<file path="src/rtl/apb_master_nslv.sv">
// APB requester: bridges a valid/ready command port to NUM_SLV completers with
// address-window decode, a wait-state timeout and single-cycle response pulses.
module apb_master_nslv #(
    parameter int          ADDR_W   = 32,
    parameter int          DATA_W   = 32,
    parameter int          NUM_SLV  = 4,
    parameter logic [31:0] SLV_BASE = 32'hA000,
    parameter logic [31:0] SLV_SPAN = 32'h1000,
    parameter int          TIMEOUT  = 16
) (
    input  logic                      pclk,
    input  logic                      preset,
    input  logic                      cmd_valid,
    output logic                      cmd_ready,
    input  logic                      cmd_write,
    input  logic [ADDR_W-1:0]         cmd_addr,
    input  logic [DATA_W-1:0]         cmd_wdata,
    input  logic [DATA_W/8-1:0]       cmd_strb,
    output logic                      rsp_valid,
    output logic [DATA_W-1:0]         rsp_rdata,
    output logic                      rsp_err,
    output logic [NUM_SLV-1:0]        psel,
    output logic                      penable,
    output logic                      pwrite,
    output logic [ADDR_W-1:0]         paddr,
    output logic [DATA_W-1:0]         pwdata,
    output logic [DATA_W/8-1:0]       pstrb,
    input  logic [NUM_SLV*DATA_W-1:0] prdata,
    input  logic [NUM_SLV-1:0]        pready,
    input  logic [NUM_SLV-1:0]        pslverr
);
    localparam int STRB_W  = DATA_W / 8;
    localparam int IDX_W   = (NUM_SLV > 1) ? $clog2(NUM_SLV) : 1;
    localparam int SPAN_LG = $clog2(SLV_SPAN);
    localparam int WAIT_W  = $clog2(TIMEOUT + 1);
    localparam logic [ADDR_W:0] BASE_X  = (ADDR_W+1)'(SLV_BASE);
    localparam logic [ADDR_W:0] LIMIT_X = BASE_X + (ADDR_W+1)'(NUM_SLV) * (ADDR_W+1)'(SLV_SPAN);

    typedef enum logic [1:0] {S_IDLE, S_SETUP, S_ACCESS} state_t;

    state_t              state_q, state_d;
    logic [NUM_SLV-1:0]  psel_q, psel_d;
    logic                penable_q, penable_d;
    logic                pwrite_q, pwrite_d;
    logic [ADDR_W-1:0]   paddr_q, paddr_d;
    logic [DATA_W-1:0]   pwdata_q, pwdata_d;
    logic [STRB_W-1:0]   pstrb_q, pstrb_d;
    logic                rsp_valid_q, rsp_valid_d;
    logic                rsp_err_q, rsp_err_d;
    logic [DATA_W-1:0]   rsp_rdata_q, rsp_rdata_d;
    logic [WAIT_W-1:0]   wait_q, wait_d;

    // Window decode is done one bit wider so the upper limit cannot wrap.
    logic [ADDR_W:0]     addr_x;
    logic [ADDR_W:0]     offset_x;
    logic                dec_hit;
    logic [IDX_W-1:0]    dec_idx;

    always_comb begin
        addr_x   = {1'b0, cmd_addr};
        offset_x = addr_x - BASE_X;
        dec_hit  = (addr_x >= BASE_X) && (addr_x < LIMIT_X);
        dec_idx  = IDX_W'(offset_x >> SPAN_LG);
    end

    // Only the completer currently selected contributes ready, error and data.
    logic [DATA_W-1:0] slv_rdata [NUM_SLV];
    logic [DATA_W-1:0] sel_rdata;
    logic              sel_ready;
    logic              sel_err;

    generate
        for (genvar gi = 0; gi < NUM_SLV; gi++) begin : g_slv
            assign slv_rdata[gi] = psel_q[gi] ? prdata[gi*DATA_W +: DATA_W] : '0;
        end
    endgenerate

    always_comb begin
        sel_rdata = '0;
        for (int i = 0; i < NUM_SLV; i++) begin
            sel_rdata = sel_rdata | slv_rdata[i];
        end
    end

    assign sel_ready = |(pready & psel_q);
    assign sel_err   = |(pslverr & psel_q);

    always_comb begin
        state_d     = state_q;
        psel_d      = psel_q;
        penable_d   = penable_q;
        pwrite_d    = pwrite_q;
        paddr_d     = paddr_q;
        pwdata_d    = pwdata_q;
        pstrb_d     = pstrb_q;
        wait_d      = wait_q;
        rsp_valid_d = 1'b0;
        rsp_err_d   = 1'b0;
        rsp_rdata_d = '0;

        unique case (state_q)
            S_IDLE: begin
                if (cmd_valid) begin
                    pwrite_d = cmd_write;
                    paddr_d  = cmd_addr;
                    pwdata_d = cmd_wdata;
                    pstrb_d  = cmd_write ? cmd_strb : '0;
                    if (dec_hit) begin
                        psel_d    = NUM_SLV'(1) << dec_idx;
                        penable_d = 1'b0;
                        state_d   = S_SETUP;
                    end else begin
                        rsp_valid_d = 1'b1;
                        rsp_err_d   = 1'b1;
                    end
                end
            end
            S_SETUP: begin
                penable_d = 1'b1;
                wait_d    = '0;
                state_d   = S_ACCESS;
            end
            S_ACCESS: begin
                if (sel_ready) begin
                    rsp_valid_d = 1'b1;
                    rsp_err_d   = sel_err;
                    rsp_rdata_d = pwrite_q ? '0 : sel_rdata;
                    psel_d      = '0;
                    penable_d   = 1'b0;
                    state_d     = S_IDLE;
                end else if (wait_q == WAIT_W'(TIMEOUT - 1)) begin
                    rsp_valid_d = 1'b1;
                    rsp_err_d   = 1'b1;
                    psel_d      = '0;
                    penable_d   = 1'b0;
                    state_d     = S_IDLE;
                end else begin
                    wait_d = wait_q + WAIT_W'(1);
                end
            end
            default: begin
                state_d   = S_IDLE;
                psel_d    = '0;
                penable_d = 1'b0;
            end
        endcase
    end

    always_ff @(posedge pclk or posedge preset) begin
        if (preset) begin
            state_q     <= S_IDLE;
            psel_q      <= '0;
            penable_q   <= 1'b0;
            pwrite_q    <= 1'b0;
            paddr_q     <= '0;
            pwdata_q    <= '0;
            pstrb_q     <= '0;
            rsp_valid_q <= 1'b0;
            rsp_err_q   <= 1'b0;
            rsp_rdata_q <= '0;
            wait_q      <= '0;
        end else begin
            state_q     <= state_d;
            psel_q      <= psel_d;
            penable_q   <= penable_d;
            pwrite_q    <= pwrite_d;
            paddr_q     <= paddr_d;
            pwdata_q    <= pwdata_d;
            pstrb_q     <= pstrb_d;
            rsp_valid_q <= rsp_valid_d;
            rsp_err_q   <= rsp_err_d;
            rsp_rdata_q <= rsp_rdata_d;
            wait_q      <= wait_d;
        end
    end

    assign cmd_ready = (state_q == S_IDLE) && !preset;
    assign psel      = psel_q;
    assign penable   = penable_q;
    assign pwrite    = pwrite_q;
    assign paddr     = paddr_q;
    assign pwdata    = pwdata_q;
    assign pstrb     = pstrb_q;
    assign rsp_valid = rsp_valid_q;
    assign rsp_err   = rsp_err_q;
    assign rsp_rdata = rsp_rdata_q;

endmodule
</file>
<file path="config.mk">
export PLATFORM = sky130hd
export DESIGN_NAME = apb_master_nslv
export DESIGN_NICKNAME = d
export VERILOG_FILES = /design/src/rtl/apb_master_nslv.sv
export SDC_FILE = /design/constraint.sdc
export NUM_CORES = 1
export LEC_CHECK = 0
export CORE_MARGIN = 3
export CORE_UTILIZATION = 33
export DETAILED_ROUTE_END_ITERATION = 8
export GPL_ROUTABILITY_DRIVEN = 0
export PLACE_DENSITY = 0.8
export RECOVER_POWER = 50
export SYNTH_ARGS = -nofsm -noshare
export SYNTH_HDL_FRONTEND = slang
export SYNTH_SLANG_ARGS = --single-unit
</file>
<file path="constraint.sdc">
create_clock -name pclk -period 3.9 [get_ports pclk]
set_clock_uncertainty 0.2 [all_clocks]
set_input_delay 0.78 -clock pclk [delete_from_list [all_inputs] [get_ports pclk]]
set_output_delay 0.78 -clock pclk [all_outputs]
set_load 0.02 [all_outputs]
</file>
==> impl_summary.log, run 1 <==
[metrics] max_cap viols: 1
[metrics] fraction of the yosys area taken by sequential cells: 0.590
[metrics] capture point of the worst path: rsp_rdata[10]
[metrics] Fmax achieved: 0.317 GHz
[metrics] type of origin of the critical path: primary input
[metrics] Die Y-Extent: 127 µm
[metrics] Sum Neg Setup Slack: 0 ns
[metrics] starting utilization of the core area: 0.343
[metrics] HPWL after DPL: 13.9 mm
[metrics] clock buffer count from CTS: 17
[metrics] Routed WL: between 15 and 20 mm
[metrics] post-CTS resize count: 0
[metrics] Max Buffers Root-to-Sink: 2
[metrics] outcome: complete, but fails checks
[metrics] average routed wire per standard cell: around 18 µm
[metrics] post-synthesis cell type count: 32
[metrics] Clock Latency Late Sink: ~0.40 ns
[metrics] slack of the critical path: 0.742 ns
[metrics] number of placement rows: 43
[metrics] Core Region: ~0.014 mm²
[metrics] final setup vio count: 0
[metrics] cts-stage hold buffer count: 0
[metrics] grt total ovfl: 0
[metrics] # clock sinks: 114
[metrics] arrival time of the worst setup path: roughly 3.2 ns
[metrics] register-to-register setup slack: around 0.96 ns
[metrics] setup bufs post-CTS: 0
[metrics] most frequent standard cell in the layout excluding fill and tap cells: sky130_fd_sc_hd__clkdlybuf4s50_1
[metrics] level count of the clock H-tree: 4
[metrics] endpoint class of the critical path: flip-flop
[metrics] critical path launch point: pready[2]
[metrics] CTS Root Buffer Type: sky130_fd_sc_hd__clkbuf_16
[metrics] clock transition at the register clock pins on the worst setup and hold paths after CTS: approximately 0.050 ns
[metrics] clock tree from TritonCTS: yes
[metrics] Max Slew Vio Count: 33
[metrics] IR drop worst, VDD: 0.265 mV
[metrics] synthesized netlist cell count: 516
[metrics] mean number of vias per cell: slightly below 5
[metrics] IO buf count: between 300 and 400
[metrics] relative slew slack: -0.0880
[metrics] vias after detailed routing: between 4000 and 5000
[metrics] Final ANT Viol Nets: 0
[metrics] highest-count cells in the layout ignoring fill and taps: 308 x sky130_fd_sc_hd__clkdlybuf4s50_1, 206 x sky130_fd_sc_hd__nand2_1, 114 x sky130_fd_sc_hd__dfrtp_1
[metrics] Worst Path Required: approximately 3.9 ns
[metrics] worst slack at placement: roughly 0.91 ns
[metrics] violated checks: max-capacitance violations, max-slew violations
[metrics] floorplan die area: 0.0161 mm²
[metrics] initial antenna violation count: 3
[metrics] worst r2r src: psel[1]
[metrics] final net count: 1036
[metrics] average instance area after synthesis: 9.37 µm²
[metrics] unrepaired setup endpoints after global routing: false
[metrics] layout cells sized above 1: 0.0560
[metrics] warnings from Yosys: 0
[metrics] total I/O pin count: roughly 320
[metrics] class of the tightest hold or removal check: reg -> reg
[metrics] terminus of the critical flop-to-flop path: rsp_rdata[10]
[metrics] fin util: 0.625
[metrics] Mapped Area: between 0.004 and 0.005 mm²
[metrics] Net Count, Synth: 726
[metrics] final worst path period need: 3.16 ns
[metrics] total iterations of the first detailed-routing run: 4
[metrics] initial drt markers: roughly 220
[metrics] number of global-route vias before repair: 5029
[metrics] GRT Util Overall: 0.227
[metrics] start-to-end type of the worst setup path: in -> reg
[metrics] final number of hold-violating endpoints: 0
[metrics] count of state elements after synthesis: 114
[metrics] Leakage Power: 3.81 nW
[metrics] worst-path maximum fanout: 32
[metrics] crit share post-route: 0.810
[metrics] Die X: 127 µm
[metrics] Overall Power: 3.53 mW
[metrics] first-pass GRT wire length: about 28 mm
[metrics] Power Density: 401 mW/mm²
[metrics] slew at the pin with the worst max-slew slack: ~1.6 ns
[metrics] growth of design area from synthesis to finish: 82.3%
[metrics] r2r worst-path depth: 6
[metrics] pin count of the biggest net entering global routing: 95
[metrics] total DRC errors in the routed layout: 0
metrics by stage:
step	hold WS (ns)	cells	area, µm²
6_report	0.263	1021	8810
3_5_place_dp	0.255	987	8200
3_3_place_gp	0.248	987	8200
5_1_grt	0.290	1021	8810
4_1_cts	0.267	1019	8840
2_1_floorplan	0.276	516	4840
where the power goes:
| group | leakage (nW) | total (mW) | internal (mW) | switching (mW) |
|---|---|---|---|---|
| registers | 1.46 | 1.28 | 1.25 | 0.0359 |
| clock network | 0.317 | 1.69 | 1.16 | 0.527 |
| logic | 2.04 | 0.561 | 0.321 | 0.240 |
logic make-up after synthesis:
group	count (synthesis)	synth area share
flip-flops	114	0.590
XOR/XNOR	1	0.00181
buffers and inverters	43	0.0342
AND/OR/NAND/NOR	236	0.203
adder cells (fa/ha/maj)	2	0.00518
AO/OA/AOI/OAI	119	0.164
multiplexers	1	0.00233
registers in the layout, indices dropped and copies added (netlist names):
register	flops
paddr	32
pwdata	32
psel	4
rsp_err	1
rsp_valid	1
pwrite	1
rsp_rdata	32
wait_q	5
state_q	2
pstrb	4
synthesized netlist by cell type:
master                     count  area share
sky130_fd_sc_hd__a31oi_1       1      0.0013
sky130_fd_sc_hd__or3_1         3      0.0039
sky130_fd_sc_hd__nand4_2       1      0.0026
sky130_fd_sc_hd__o32a_2        2      0.0047
sky130_fd_sc_hd__dfrtp_1     114        0.59
sky130_fd_sc_hd__xor2_1        1      0.0018
sky130_fd_sc_hd__o221ai_1      2      0.0036
sky130_fd_sc_hd__and3_1        2      0.0026
sky130_fd_sc_hd__mux2_2        1      0.0023
sky130_fd_sc_hd__nor4_1        1      0.0013
sky130_fd_sc_hd__buf_1         4      0.0031
sky130_fd_sc_hd__clkbuf_1     27       0.021
sky130_fd_sc_hd__nand3_1       6      0.0062
sky130_fd_sc_hd__nor3b_2       1      0.0026
sky130_fd_sc_hd__nor4b_2       1      0.0031
sky130_fd_sc_hd__nor4_4        1      0.0044
sky130_fd_sc_hd__nor2_1        4      0.0031
sky130_fd_sc_hd__nor2b_1       2      0.0026
sky130_fd_sc_hd__o21ai_0      10       0.010
sky130_fd_sc_hd__o22ai_1       1      0.0013
sky130_fd_sc_hd__or4_4         1      0.0023
sky130_fd_sc_hd__nor3_1        3      0.0031
sky130_fd_sc_hd__ha_1          2      0.0052
sky130_fd_sc_hd__inv_1         9      0.0070
sky130_fd_sc_hd__buf_2         3      0.0031
sky130_fd_sc_hd__nand2_1     207        0.16
sky130_fd_sc_hd__nand2b_1      1      0.0013
sky130_fd_sc_hd__o41ai_1       1      0.0018
sky130_fd_sc_hd__nor3b_1       1      0.0016
sky130_fd_sc_hd__nand4_1       1      0.0013
sky130_fd_sc_hd__a22oi_1      68        0.11
sky130_fd_sc_hd__a21oi_1      34       0.035
layer usage:
| layer | share of wire | wire length [µm] | up-vias | global-route usage |
|---|---|---|---|---|
| li1 | - | - | 2379 | - |
| met1 | 0.37 | 6900 | 2344 | 0.253 |
| met2 | 0.51 | 9380 | 221 | 0.385 |
| met3 | 0.097 | 1790 | 30 | 0.0999 |
| met4 | 0.025 | 468 | 2 | 0.0852 |
| met5 | 0.00086 | 16 | - | 0 |
worst max-delay path, cell delays in order:
cell and delay (ns):
sky130_fd_sc_hd__dlygate4sd3_1 0.54, sky130_fd_sc_hd__a22oi_1 0.24, sky130_fd_sc_hd__nand2_1 0.15, sky130_fd_sc_hd__nand2_1 0.08, sky130_fd_sc_hd__clkbuf_1 1.17, sky130_fd_sc_hd__a21oi_1 0.17
layout make-up:
class	instances	area, µm²
diodes	2	5.00
flip-flops and latches	114	2850
multi-input cells	359	1820
inverters	9	35.0
fillers	1160	5280
clock inverters	11	183
repair buffers	325	3230
clock buffers	21	460
well taps	180	225
worst min path at each step:
stage	startpoint	endpoint	slack, ns	depth (start not counted)
global placement	pstrb[2]	pstrb[2]	0.25	2
CTS	pstrb[2]	pstrb[2]	0.27	2
global route	paddr[3]	paddr[3]	0.29	2
detailed placement	pstrb[2]	pstrb[2]	0.25	2
finish	pstrb[2]	pstrb[2]	0.26	2
floorplan	wait_q[1]	wait_q[1]	0.28	2
No activity file was read; power rests on OpenSTA's default activity.
==> run 2, diff against run 1 <==
Settings changed: CORE_UTILIZATION 33 to 36, PLACE_DENSITY 0.8 to 0.82.
Clock period 3.9 ns to 3.2 ns, I/O delays scaled along.
==> impl_summary.log, run 2 (same netlist as run 1, synthesis figures left out) <==
[metrics] Core Region: 0.0129 mm²
[metrics] Die X: about 120 µm
[metrics] area occupied by multi-input gates: 0.00183 mm²
[metrics] worst slack at placement: 0.440 ns
[metrics] delay contributed by the slowest stage of the critical path: 0.63 ns
[metrics] combinational fraction of design power: 0.175
[metrics] start-to-end type of the worst setup path: in -> out
[metrics] cell internal power dissipation: 3.01 mW
[metrics] Fmax achieved: 0.352 GHz
[metrics] number of buffers and inverters on the critical path: 2
[metrics] initial drt markers: ~260
[metrics] class of the tightest hold or removal check: reg -> reg
[metrics] chain of cells forming the critical path: dlygate4sd3_1 -> nor3_1 -> clkdlybuf4s50_1
[metrics] register-to-register setup slack: 0.71 ns
[metrics] type of origin of the critical path: primary input
[metrics] CTS Root Buffer Type: sky130_fd_sc_hd__clkbuf_16
[metrics] max_cap viols: 0
[metrics] pin count of the biggest net entering global routing: 73
[metrics] Clock Latency Late Sink: 0.40 ns
[metrics] Final ANT Viol Nets: 0
[metrics] initial antenna violation count: 1
[metrics] Max Slew Vio Count: 0
[metrics] total I/O pin count: 317
[metrics] vias after detailed routing: 5068
[metrics] Worst Path Required: 2.36 ns
[metrics] # clock sinks: roughly 110
[metrics] cts-stage hold buffer count: 0
[metrics] IR drop worst, VDD: roughly 0.40 mV
[metrics] Routed WL: 19.2 mm
[metrics] Sw Share: 0.240
[metrics] slack of the critical path: 0.361 ns
[metrics] clock tree from TritonCTS: yes
[metrics] post-CTS resize count: 0
[metrics] number of placement rows: 41
[metrics] slew at the pin with the worst max-slew slack: 1.44 ns
[metrics] most frequent standard cell in the layout excluding fill and tap cells: sky130_fd_sc_hd__clkdlybuf4s50_1
[metrics] area used by sequential logic in the layout: 0.00285 mm²
[metrics] r2r worst-path depth: 4
[metrics] final number of hold-violating endpoints: 0
[metrics] HPWL after DPL: 14.4 mm
[metrics] terminus of the critical flop-to-flop path: rsp_valid
[metrics] Die Y-Extent: 122 µm
[metrics] final setup vio count: 0
[metrics] relative slew slack: 0.0371
[metrics] fin util: 0.678
[metrics] first-pass GRT wire length: 28.6 mm
[metrics] clock buffer count from CTS: 17
[metrics] smallest hold slack: 0.264 ns
[metrics] source of the worst hold timing path: pstrb[2]
[metrics] final net count: between 1000 and 1500
[metrics] number of cells on the worst hold path: 2
[metrics] clock transition at the register clock pins on the worst setup and hold paths after CTS: ~0.050 ns
[metrics] family with the most delay on the worst path: buffers and inverters
[metrics] floorplan die area: 0.0149 mm²
[metrics] Clock power frac: 0.429
[metrics] GRT Util Overall: 0.254
[metrics] layout cells sized above 1: 0.0606
[metrics] starting utilization of the core area: 0.375
[metrics] level count of the clock H-tree: 4
[metrics] growth of design area from synthesis to finish: 80.6%
[metrics] final worst path period need: 2.84 ns
[metrics] total DRC errors in the routed layout: 0
[metrics] net switching power: approximately 950 µW
[metrics] Power Density: approximately 450 mW/mm²
[metrics] outcome: finished clean
[metrics] Hold Crit Endpoint: pstrb[2]
[metrics] setup bufs post-CTS: 0
[metrics] crit share post-route: 0.887
[metrics] endpoint class of the critical path: primary output
[metrics] worst r2r src: state_q[1]
[metrics] number of inserted filler cells in the final layout: 976
[metrics] number of global-route vias before repair: roughly 5500
[metrics] grt total ovfl: 0
[metrics] Max Buffers Root-to-Sink: 2
[metrics] Leakage Power: 3.77 nW
[metrics] Reg power frac: 0.396
[metrics] mean number of vias per cell: around 5
[metrics] highest-count cells in the layout ignoring fill and taps: 315 x sky130_fd_sc_hd__clkdlybuf4s50_1, 206 x sky130_fd_sc_hd__nand2_1, 114 x sky130_fd_sc_hd__dfrtp_1
[metrics] worst-path maximum fanout: 2
[metrics] IO buf count: ~320
[metrics] total iterations of the first detailed-routing run: 4
[metrics] unrepaired setup endpoints after global routing: false
[metrics] arrival time of the worst setup path: approximately 2.0 ns
[metrics] Max stage delay cell, worst path: sky130_fd_sc_hd__clkdlybuf4s50_1
[metrics] Sum Neg Setup Slack: 0 ns
[metrics] average routed wire per standard cell: 18.9 µm
-- run 2: cell types whose count changed in the layout (fill, tap and decap cells not counted), sizes merged --
cell	delta
buf	+5
bufinv	-5
clkbuf	+4
clkdlybuf4s50	+7
clkinv	-1
diode	-1
dlygate4sd3	-7
-- run 2: worst max path at each step --
| stage | from | to | slack, ns | depth (start not counted) |
|---|---|---|---|---|
| final | preset | cmd_ready | 0.36 | 3 |
| after global routing | preset | cmd_ready | 0.31 | 3 |
| after CTS | preset | cmd_ready | 0.44 | 3 |
| after detailed placement | cmd_addr[21] | psel[3] | 0.44 | 6 |
| after global placement | preset | cmd_ready | 0.47 | 3 |
| after floorplan | preset | paddr[0] | 0.97 | 1 |
-- run 2: worst register-to-register path, delay by kind of cell, from the launching register on --
| family | cells | cell delay [ns] |
|---|---|---|
| compound gates | 1 | 0.28 |
| simple gates | 2 | 0.23 |
| flops | 1 | 0.56 |
| buf+inv | 1 | 1.05 |
-- run 2: power by group through the flow --
stage / sequential [mW] / combinational [mW] / clock (mW)
final: 1.57 / 0.693 / 1.70
after global routing: 1.58 / 0.740 / 1.80
after CTS: 1.57 / 0.706 / 1.73
after detailed placement: 1.59 / 0.701 / 0
after global placement: 1.58 / 0.690 / 0
after floorplan: 1.68 / 0.116 / 0
-- run 2: per-stage QoR --
| step | std cells | instance area, µm² | power (mW) |
|---|---|---|---|
| after floorplan | 516 | 4840 | 1.80 |
| after global placement | 985 | 8230 | 2.28 |
| after detailed placement | 985 | 8230 | 2.29 |
| after CTS | 1014 | 8770 | 4.00 |
| after global routing | 1015 | 8730 | 4.12 |
| final | 1015 | 8730 | 3.96 |
-- run 2: cell type report --
| type | count | area share |
|---|---|---|
| timing repair buffer | 331 | 0.373 |
| sequential | 114 | 0.327 |
| multi-input combinational | 359 | 0.209 |
| clock buffer | 24 | 0.0586 |
| tap | 172 | 0.0246 |
| inverter | 9 | 0.00401 |
| clock inverter | 5 | 0.00315 |
| antenna | 1 | 0.000287 |
-- run 2: metal layers --
| layer | track usage | routed length [µm] | vias to the layer above |
|---|---|---|---|
| met1 | 0.270 | 6820 | 2403 |
| met4 | 0.111 | 605 | 0 |
| met5 | 0 | 0 | - |
| li1 | - | - | 2386 |
| met3 | 0.103 | 1930 | 34 |
| met2 | 0.443 | 9800 | 245 |
